===== src/rtl/clk_tick_scheduler_pkg.sv =====
// Shared encodings for the clock-enable scheduler: command codes and FSM states.
package rs_clk_pkg;

  typedef enum logic [1:0] {
    CMD_STOP  = 2'd0,
    CMD_RUN   = 2'd1,
    CMD_STEP  = 2'd2,
    CMD_BURST = 2'd3
  } cmd_e;

  typedef enum logic [1:0] {
    ST_IDLE  = 2'd0,
    ST_RUN   = 2'd1,
    ST_STEP  = 2'd2,
    ST_BURST = 2'd3
  } state_e;

  // A command that starts a sequence (anything other than STOP).
  function automatic logic is_start_cmd(input logic [1:0] code);
    return (code != CMD_STOP);
  endfunction

endpackage


===== src/rtl/clk_tick_scheduler_tick_counter.sv =====
// Modulo-div counter. wrap is high in the cycle where the counter sits at div-1
// while enabled; on that edge the counter returns to zero.
module tick_counter #(
  parameter int CNT_W = 32
) (
  input  logic             clk,
  input  logic             reset,
  input  logic             clear,
  input  logic             enable,
  input  logic [CNT_W-1:0] div,
  output logic             wrap
);

  logic [CNT_W-1:0] count;

  // div is never below 1, so div-1 cannot underflow.
  assign wrap = enable & (count == (div - CNT_W'(1)));

  // Counter register: clear has priority over counting, idle holds.
  always_ff @(posedge clk) begin
    if (reset) begin
      count <= {CNT_W{1'b0}};
    end else if (clear) begin
      count <= {CNT_W{1'b0}};
    end else if (enable) begin
      count <= wrap ? {CNT_W{1'b0}} : (count + CNT_W'(1));
    end else begin
      count <= count;
    end
  end

endmodule


===== src/rtl/clk_tick_scheduler.sv =====
// Clock-enable scheduler for the Reed-Solomon datapath. Produces single-cycle
// tick_en strobes every div_q cycles in free-run, single-step or N-tick burst mode.
module clk_tick_scheduler
  import rs_clk_pkg::*;
#(
  parameter int CNT_W       = 32,
  parameter int DEFAULT_DIV = 100_000,
  parameter int BURST_W     = 16
) (
  input  logic               clk_in,
  input  logic               reset,
  input  logic               cfg_valid,
  input  logic [CNT_W-1:0]   cfg_div,
  output logic               cfg_ready,
  input  logic               cmd_valid,
  input  logic [1:0]         cmd,
  input  logic [BURST_W-1:0] burst_len,
  output logic               cmd_ready,
  output logic               tick_en,
  output logic               done,
  output logic               busy,
  output logic [1:0]         state_o,
  output logic [BURST_W-1:0] ticks_left
);

  state_e             state;
  state_e             state_n;
  logic [CNT_W-1:0]   div_q;
  logic [CNT_W-1:0]   div_n;
  logic [BURST_W-1:0] left_n;
  logic               tick_n;
  logic               done_n;
  logic               cnt_clear;
  logic               cnt_enable;
  logic               cnt_wrap;
  logic               cmd_accept;

  // Handshakes depend only on the state register (and cmd for STOP pass-through).
  assign cfg_ready  = (state == ST_IDLE);
  assign cmd_ready  = (state == ST_IDLE) | (cmd == CMD_STOP);
  assign cmd_accept = cmd_valid & cmd_ready;
  assign busy       = (state != ST_IDLE);
  assign state_o    = state;

  tick_counter #(
    .CNT_W (CNT_W)
  ) u_tick_counter (
    .clk    (clk_in),
    .reset  (reset),
    .clear  (cnt_clear),
    .enable (cnt_enable),
    .div    (div_q),
    .wrap   (cnt_wrap)
  );

  // Next-state, burst bookkeeping and strobe generation.
  always_comb begin
    state_n    = state;
    div_n      = div_q;
    left_n     = ticks_left;
    tick_n     = 1'b0;
    done_n     = 1'b0;
    cnt_clear  = 1'b0;
    cnt_enable = 1'b0;

    case (state)
      ST_IDLE: begin
        if (cfg_valid) begin
          div_n = (cfg_div == {CNT_W{1'b0}}) ? CNT_W'(1) : cfg_div;
        end else begin
          div_n = div_q;
        end
        if (cmd_accept && is_start_cmd(cmd)) begin
          cnt_clear = 1'b1;
          case (cmd)
            CMD_RUN:   state_n = ST_RUN;
            CMD_STEP:  state_n = ST_STEP;
            CMD_BURST: begin
              state_n = ST_BURST;
              left_n  = burst_len;
            end
            default:   state_n = ST_IDLE;
          endcase
        end else begin
          state_n = ST_IDLE;
        end
      end

      ST_RUN: begin
        if (cmd_accept) begin
          state_n   = ST_IDLE;
          cnt_clear = 1'b1;
        end else begin
          cnt_enable = 1'b1;
          tick_n     = cnt_wrap;
        end
      end

      ST_STEP: begin
        if (cmd_accept) begin
          state_n   = ST_IDLE;
          cnt_clear = 1'b1;
        end else begin
          cnt_enable = 1'b1;
          if (cnt_wrap) begin
            tick_n  = 1'b1;
            done_n  = 1'b1;
            state_n = ST_IDLE;
          end else begin
            state_n = ST_STEP;
          end
        end
      end

      ST_BURST: begin
        if (cmd_accept) begin
          state_n   = ST_IDLE;
          cnt_clear = 1'b1;
          left_n    = {BURST_W{1'b0}};
        end else if (ticks_left == {BURST_W{1'b0}}) begin
          // Zero-length burst completes immediately without a tick.
          state_n = ST_IDLE;
          done_n  = 1'b1;
        end else begin
          cnt_enable = 1'b1;
          if (cnt_wrap) begin
            tick_n = 1'b1;
            left_n = ticks_left - BURST_W'(1);
            if (ticks_left == BURST_W'(1)) begin
              done_n  = 1'b1;
              state_n = ST_IDLE;
            end else begin
              state_n = ST_BURST;
            end
          end else begin
            state_n = ST_BURST;
          end
        end
      end

      default: begin
        state_n   = ST_IDLE;
        left_n    = {BURST_W{1'b0}};
        cnt_clear = 1'b1;
      end
    endcase
  end

  // State, divisor, burst count and output strobes are all registered.
  always_ff @(posedge clk_in) begin
    if (reset) begin
      state      <= ST_IDLE;
      div_q      <= CNT_W'(DEFAULT_DIV);
      ticks_left <= {BURST_W{1'b0}};
      tick_en    <= 1'b0;
      done       <= 1'b0;
    end else begin
      state      <= state_n;
      div_q      <= div_n;
      ticks_left <= left_n;
      tick_en    <= tick_n;
      done       <= done_n;
    end
  end

endmodule

===== config.mk =====
export PLATFORM = sky130hd
export DESIGN_NAME = clk_tick_scheduler
export DESIGN_NICKNAME = d
export VERILOG_FILES = /design/src/rtl/clk_tick_scheduler_pkg.sv /design/src/rtl/clk_tick_scheduler_tick_counter.sv /design/src/rtl/clk_tick_scheduler.sv
export SDC_FILE = /design/constraint.sdc
export NUM_CORES = 1
export LEC_CHECK = 0
export ABC_AREA = 1
export CAP_MARGIN = 20
export CORE_ASPECT_RATIO = 1.1
export CORE_MARGIN = 10
export CORE_UTILIZATION = 50
export DETAILED_ROUTE_END_ITERATION = 10
export PLACE_DENSITY_LB_ADDON = 0.12
export SLEW_MARGIN = 20
export SYNTH_ARGS = -nofsm -noshare
export SYNTH_HDL_FRONTEND = slang
export SYNTH_HIERARCHICAL = 1
export SYNTH_SLANG_ARGS = --single-unit

===== constraint.sdc =====
create_clock -name clk_in -period 3.35 [get_ports clk_in]
set_input_delay 0.8375 -clock clk_in [delete_from_list [all_inputs] [get_ports clk_in]]
set_output_delay 0.8375 -clock clk_in [all_outputs]
set_load 0.02 [all_outputs]

Word-level counts from Yosys, hierarchy flattened
Index checks and enable logic that the tools add are counted.

Bits in registers: 84. Output and inout bits: 23.

Add/sub/neg operators: 3. Eq/ne operators: 13. Muxes and demuxes: 36. Bitwise logic cells: 3. Reductions and logical operators: 13.

Operators by type and width (number): $mux W16 (5); $mux W32 (2); $add A32 B1 Y32 const B (1); $eq A32 B32 Y1 (1); $logic_not A32 Y1 (1); $pmux W16 S2 (1); $sub A32 B1 Y32 const B (1); $eq A16 B1 Y1 const B (1); $logic_not A16 Y1 (1); $mux W2 (8); $sub A16 B1 Y16 const B (1); $mux W1 (14); $eq A2 B2 Y1 const B (4); $pmux W2 S4 (1); $ne A3 B3 Y1 const B (2); $pmux W1 S2 (3); $pmux W2 S3 (1); $reduce_bool A2 Y1 (3); $reduce_and A5 Y1 (1); $eq A2 B1 Y1 const B (2); $logic_not A2 Y1 (2); $ne A2 B1 Y1 const B (2); $reduce_or A2 Y1 (2); $pmux W1 S3 (1); 6 further kinds (7).

Longest topological paths before layout
Depth in word-level cells: 10. Gate-level depth with buffers: 26.

Modules after synthesis
The synthesis kept the hierarchy.

Modules (own cells, without submodules): tick_counter (instances 1, cells each 564, area an instance 3383.2 um2, sequential area each 640.6 um2); clk_tick_scheduler (instances 1, cells each 427, area an instance 2796.4 um2, sequential area each 1041.0 um2).

Least setup slack after synthesis
OpenSTA, ideal clock, no wires.

Path kind: register -> register. Start: reg state[0], in the netlist state_o[0]. End: reg state[1], in the netlist state_o[1]. Arrival time: 3183 ps. Slack: 47 ps. Stages on the path, launching flop included: 25. Period minus slack after synthesis: 3303 ps. Cells stage by stage: dfxtp_1 > inv_1 > ha_1 > inv_2 > a21boi_0 > nor2_1 > inv_1 > a21oi_1 > o21ai_0 > nor3_1 > nand4_1 > nor2_1 > nand2_1 > nor2_1 > nand2_1 > nor2_1 > nand2_1 > inv_1 > nand2_1 > nand2_1 > nand3_1 > nand2_1 > nand3_1 > nand2_1 > a21oi_1.

Cells in the longest elaborated chain, start to end: 10. Elaborated cells between the ends (all ways): 20. Classes of those cells: eq/ne: 4; mux: 10; bitwise: 3; reduce/logical: 3.

RTL lines: start: declaration (RTL line clk_tick_scheduler.sv:26) `state_e state;`; start signal: assignment (RTL line clk_tick_scheduler.sv:158) `state <= state_n;`; $logic_not A2 Y1 (*); net cfg_ready (RTL line clk_tick_scheduler.sv:14) `output logic cfg_ready,`; $or A1 B1 Y1 (*) (RTL line clk_tick_scheduler.sv:40) `assign cmd_ready = (state == ST_IDLE) | (cmd == CMD_STOP);`; $and A1 B1 Y1 (*) (RTL line clk_tick_scheduler.sv:41) `assign cmd_accept = cmd_valid & cmd_ready;`; $mux W1 (on tied branches) (RTL line clk_tick_scheduler.sv:116, clk_tick_scheduler.sv:90, clk_tick_scheduler.sv:100); $pmux W1 S2 (*) (RTL line clk_tick_scheduler.sv:66) `case (state)`; net cnt_enable (RTL line clk_tick_scheduler.sv:34) `logic cnt_enable;`; $and A1 B1 Y1 (*) (RTL line clk_tick_scheduler_tick_counter.sv:17) `assign wrap = enable & (count == (div - CNT_W'(1)));`; net cnt_wrap (RTL line clk_tick_scheduler.sv:35) `logic cnt_wrap;`; $mux W2 (RTL line clk_tick_scheduler.sv:126) `if (cnt_wrap) begin`; $mux W2 (RTL line clk_tick_scheduler.sv:120) `end else if (ticks_left == {BURST_W{1'b0}}) begin`; $mux W2 (RTL line clk_tick_scheduler.sv:116) `if (cmd_accept) begin`; $pmux W2 S4 (*) (RTL line clk_tick_scheduler.sv:66).

The timed path passes the listed nets; every way through them passes the cells marked *. A chain may end at the register's enable or synchronous reset.

Worst setup path after layout
Start: reg div_q[5]. End: reg state[1], in the netlist state_o[1].

Cells in the longest elaborated chain, start to end: 7. Elaborated cells between the ends (all ways): 9. Classes of those cells: add/sub: 1; eq/ne: 1; mux: 6; bitwise: 1.

RTL lines: start: declaration (RTL line clk_tick_scheduler.sv:28) `logic [CNT_W-1:0] div_q;`; start signal: assignment (RTL line clk_tick_scheduler.sv:153) `div_q <= CNT_W'(DEFAULT_DIV);`; start signal: assignment (RTL line clk_tick_scheduler.sv:159) `div_q <= div_n;`; $sub A32 B1 Y32 (*) (RTL line clk_tick_scheduler_tick_counter.sv:17); $eq A32 B32 Y1 (*) (RTL line clk_tick_scheduler_tick_counter.sv:17); $and A1 B1 Y1 (*) (RTL line clk_tick_scheduler_tick_counter.sv:17); net cnt_wrap (RTL line clk_tick_scheduler.sv:35); $mux W2 (RTL line clk_tick_scheduler.sv:126); $mux W2 (RTL line clk_tick_scheduler.sv:120); $mux W2 (RTL line clk_tick_scheduler.sv:116); $pmux W2 S4 (*) (RTL line clk_tick_scheduler.sv:66).

Marks and branches as above.

==> impl_metrics.ini <==
[floorplanning]
initial_utilization = 0.511
rows = 42
die_y_um = 137
io_pins = 77
core_sq_um = 12100
die_w_um = 126
die-area_sq_um = 17200

[finish]
layout_commonest_cell = nand2_1
diodes = 0
fillerInstances = 1172
drive_gt1_frac = 0.105
layout_common_cells = nand2_1, nor2_1, inv_1
syn2layout_area_growth_pct = 21.2
finalNetCount = 1144

[worst_setup_path]
slowest_delay_ns = 0.40
setup.worst_path.class = flop to flop
r2r-start = div_q[5]
cp_num_buf_inv = 1
end_kind = flop
cp_max_fo = 13
cp_slowest_cell = nor3_1
cpMostUsedCell = nand2_1
cp.required_ns = 3.59
path_cells = nor2_1, nand2_1, nor2_4, nand2_2, o21ai_1, nand4_1, nor3_1, nand2_1, nor2_2, nand2_1, inv_1, nand2_1, nand2_1, nand3_2, nand2_1, nand3_1, nand2_1, a21oi_1
crit_cells = 18
crit_family = simple AND/OR/NAND/NOR gates
reg2regPathDepth = 18
reg2reg_slack_ns = 0.28
cp-start-kind = flop
timing.rr.end = state_o[1]
crit_arrival_ns = 3.31

[power_and_ir_drop]
power_leakage_uw = 0.00344
vdd_ir_drop_max_uv = 364
p_per_area_nw_per_um2 = 442
seqPwrFrac = 0.362
intPower_uw = 2070
swShare = 0.374
power_switching_uw = 1240
clock_power_share = 0.291
pwr-share-comb = 0.347

[status]
outcome = completed

[clocking]
clock_path_buffers = 2
cts_tree = built
cts_root_buf = clkbuf_16
htree_num_levels = 3
cts.sinks = 84
hold_buffers = 0
cts_buffers = 9
clock_latency_ns = 0.35
clkTransAtPathRegs_ns = 0.06

[placement]
hpwlAfterDp_um = 14900
pre_cts_ws_ns = -0.220
gp_congestion = 0.986
io_buffers = 76

[logic_synthesis]
synth.distinct_cells = 50
async_reset_ff_frac = 0
synth_top_area_frac = 0.272
synth_fa_ha_area_frac = 0.0162
yosys-top-cells-area = dfxtp_1, nand2_1, nor2_1
ys.flop_type = dfxtp_1
synth_compound_area_frac = 0.118
synth_top_cell_by_area = dfxtp_1
synth_top_family_by_area = simple AND/OR/NAND/NOR gates
synth.avg_cell_area_sq_um = 6.24
yosys.area_share.simple = 0.428
muxShareOfSynthArea = 0
synthCells = 991
synth_xor_area_frac = 0.0652
synth_edf_count = 0
synth-seq-area-share = 0.272
ys_warn_count = 6
syn_area_sq_um = 6180
syn_nets = 1053
ys_ff_latch = 84

[flow_run]
drv_cap = 0

[sta]
hold_viol = 0
setup_violations = 0
timing.fmax_mhz = 326
tns_ns = 0
relSlewSlack = 0.601
period_needed_ns = 3.07
finalCritPeriodShare = 0.916
setup_ws_ns = 0.281
slew_violations = 0
worstMarginPinSlew_ns = 0.597
clock_skew_ns = 0.0108

[route]
vias_per_cell = 5.23
drc_errors = 0
routedWlPerCell_um = 15.0
dr.first_iter.drc_count = 539
vias = 6495
totalWireLength_um = 18600
first_pass_iters = 5
ant_nets = 0

[hold_path]
hold_start = div_q[1]
holdPathEnd = div_q[1]
min_delay_path_depth = 2
hold_class = flop to flop

[global_routing]
grt_use_total = 0.219
grt_pass1_vias = 6324
antenna_found_initial = 0
overflow = 0
grt_start_max_net_pins = 41
grt_pass1_wl_um = 31100
## Yosys cell counts (2+ instances only)
| cell | instances |
|---|---|
| nand3_2 | 4 |
| nand2_2 | 10 |
| and2_1 | 2 |
| nor2_4 | 7 |
| ha_1 | 8 |
| a21oi_1 | 51 |
| or2_2 | 3 |
| nor4_1 | 3 |
| xor2_1 | 29 |
| buf_6 | 4 |
| nor2_1 | 159 |
| o21ai_0 | 65 |
| nand2_1 | 248 |
| inv_1 | 126 |
| nor2_8 | 2 |
| nand2_4 | 9 |
| clkbuf_1 | 12 |
| o21bai_1 | 3 |
| a31oi_1 | 3 |
| nand4_1 | 22 |
| dfxtp_1 | 84 |
| nor3_2 | 9 |
| o21ai_2 | 3 |
| xnor2_1 | 17 |
| inv_2 | 4 |
| nor3_1 | 10 |
| nand3b_1 | 4 |
| nor2_2 | 14 |
| nand3_1 | 55 |
## layout make-up
class,count,area (sq um),area share
clock buffers,14,264,0.0353
clock inverters,2,17.5,0.00234
inverters,132,498,0.0665
multi-input cells,755,3890,0.520
flip-flops and latches,84,1680,0.225
well taps,154,193,0.0257
repair buffers,100,943,0.126
## logic make-up after synthesis
group / count (synthesis)
AO/OA/AOI/OAI: 134
flip-flops: 84
adder cells (fa/ha/maj): 8
buffers and inverters: 152
AND/OR/NAND/NOR: 567
XOR/XNOR: 46
## sequential cells by signal, indices dropped and copies added (netlist names)
name and count:
div_q 32, done 1, state_o 2, tick_en 1, ticks_left 16, u_tick_counter/count 32
## power groups by stage
stage / combinational, uW / clock, uW / sequential [uW]
finish: 1150 / 961 / 1200
detailed placement: 1110 / 0 / 1220
global route: 1300 / 1010 / 1210
CTS: 1120 / 981 / 1200
floorplan: 728 / 0 / 1230
global placement: 1100 / 0 / 1220
## how the worst max path moves through the flow
| stage | startpoint | endpoint | slack, ns |
|---|---|---|---|
| finish | div_q[5] | state_o[1] | 0.28 |
| global route | cmd[1] | state_o[1] | -0.02 |
| CTS | cmd[0] | ticks_left[0] | 0.15 |
| detailed placement | cmd[0] | ticks_left[1] | -0.22 |
| global placement | cmd[0] | state_o[1] | -0.13 |
| floorplan | state_o[0] | state_o[1] | 0.05 |
## through the flow
step / std cells / utilization / area [sq um] / hold WS (ns) / total power, uW
2_1_floorplan: 991 / - / 6180 / 0.458 / 1960
5_1_grt: 1241 / 0.619 / 7490 / 0.531 / 3520
3_3_place_gp: 1222 / 0.593 / 7160 / 0.499 / 2320
3_5_place_dp: 1222 / 0.593 / 7160 / 0.507 / 2330
6_report: 1241 / 0.619 / 7490 / 0.512 / 3310
4_1_cts: 1238 / 0.616 / 7450 / 0.516 / 3300
## worst min-delay path, delay by kind of cell (launching register included)
family / cells / cell delay, ns
flip-flops: 1 / 0.34
AO/OA/AOI/OAI: 1 / 0.06
AND/OR/NAND/NOR: 1 / 0.07
## per-layer routing
metal / track usage / vias to the layer above / part of all wire
met5: 0 / - / 0
met4: 0.0899 / 0 / 0.038
met3: 0.0461 / 47 / 0.051
met2: 0.386 / 186 / 0.48
met1: 0.253 / 2936 / 0.43
li1: - / 3326 / -
## what timing repair did
action,in CTS,in global routing
setup endpoints to repair,0,19
resized for setup,0,8
setup buffers,0,3
No activity file was read; power rests on OpenSTA's default activity.
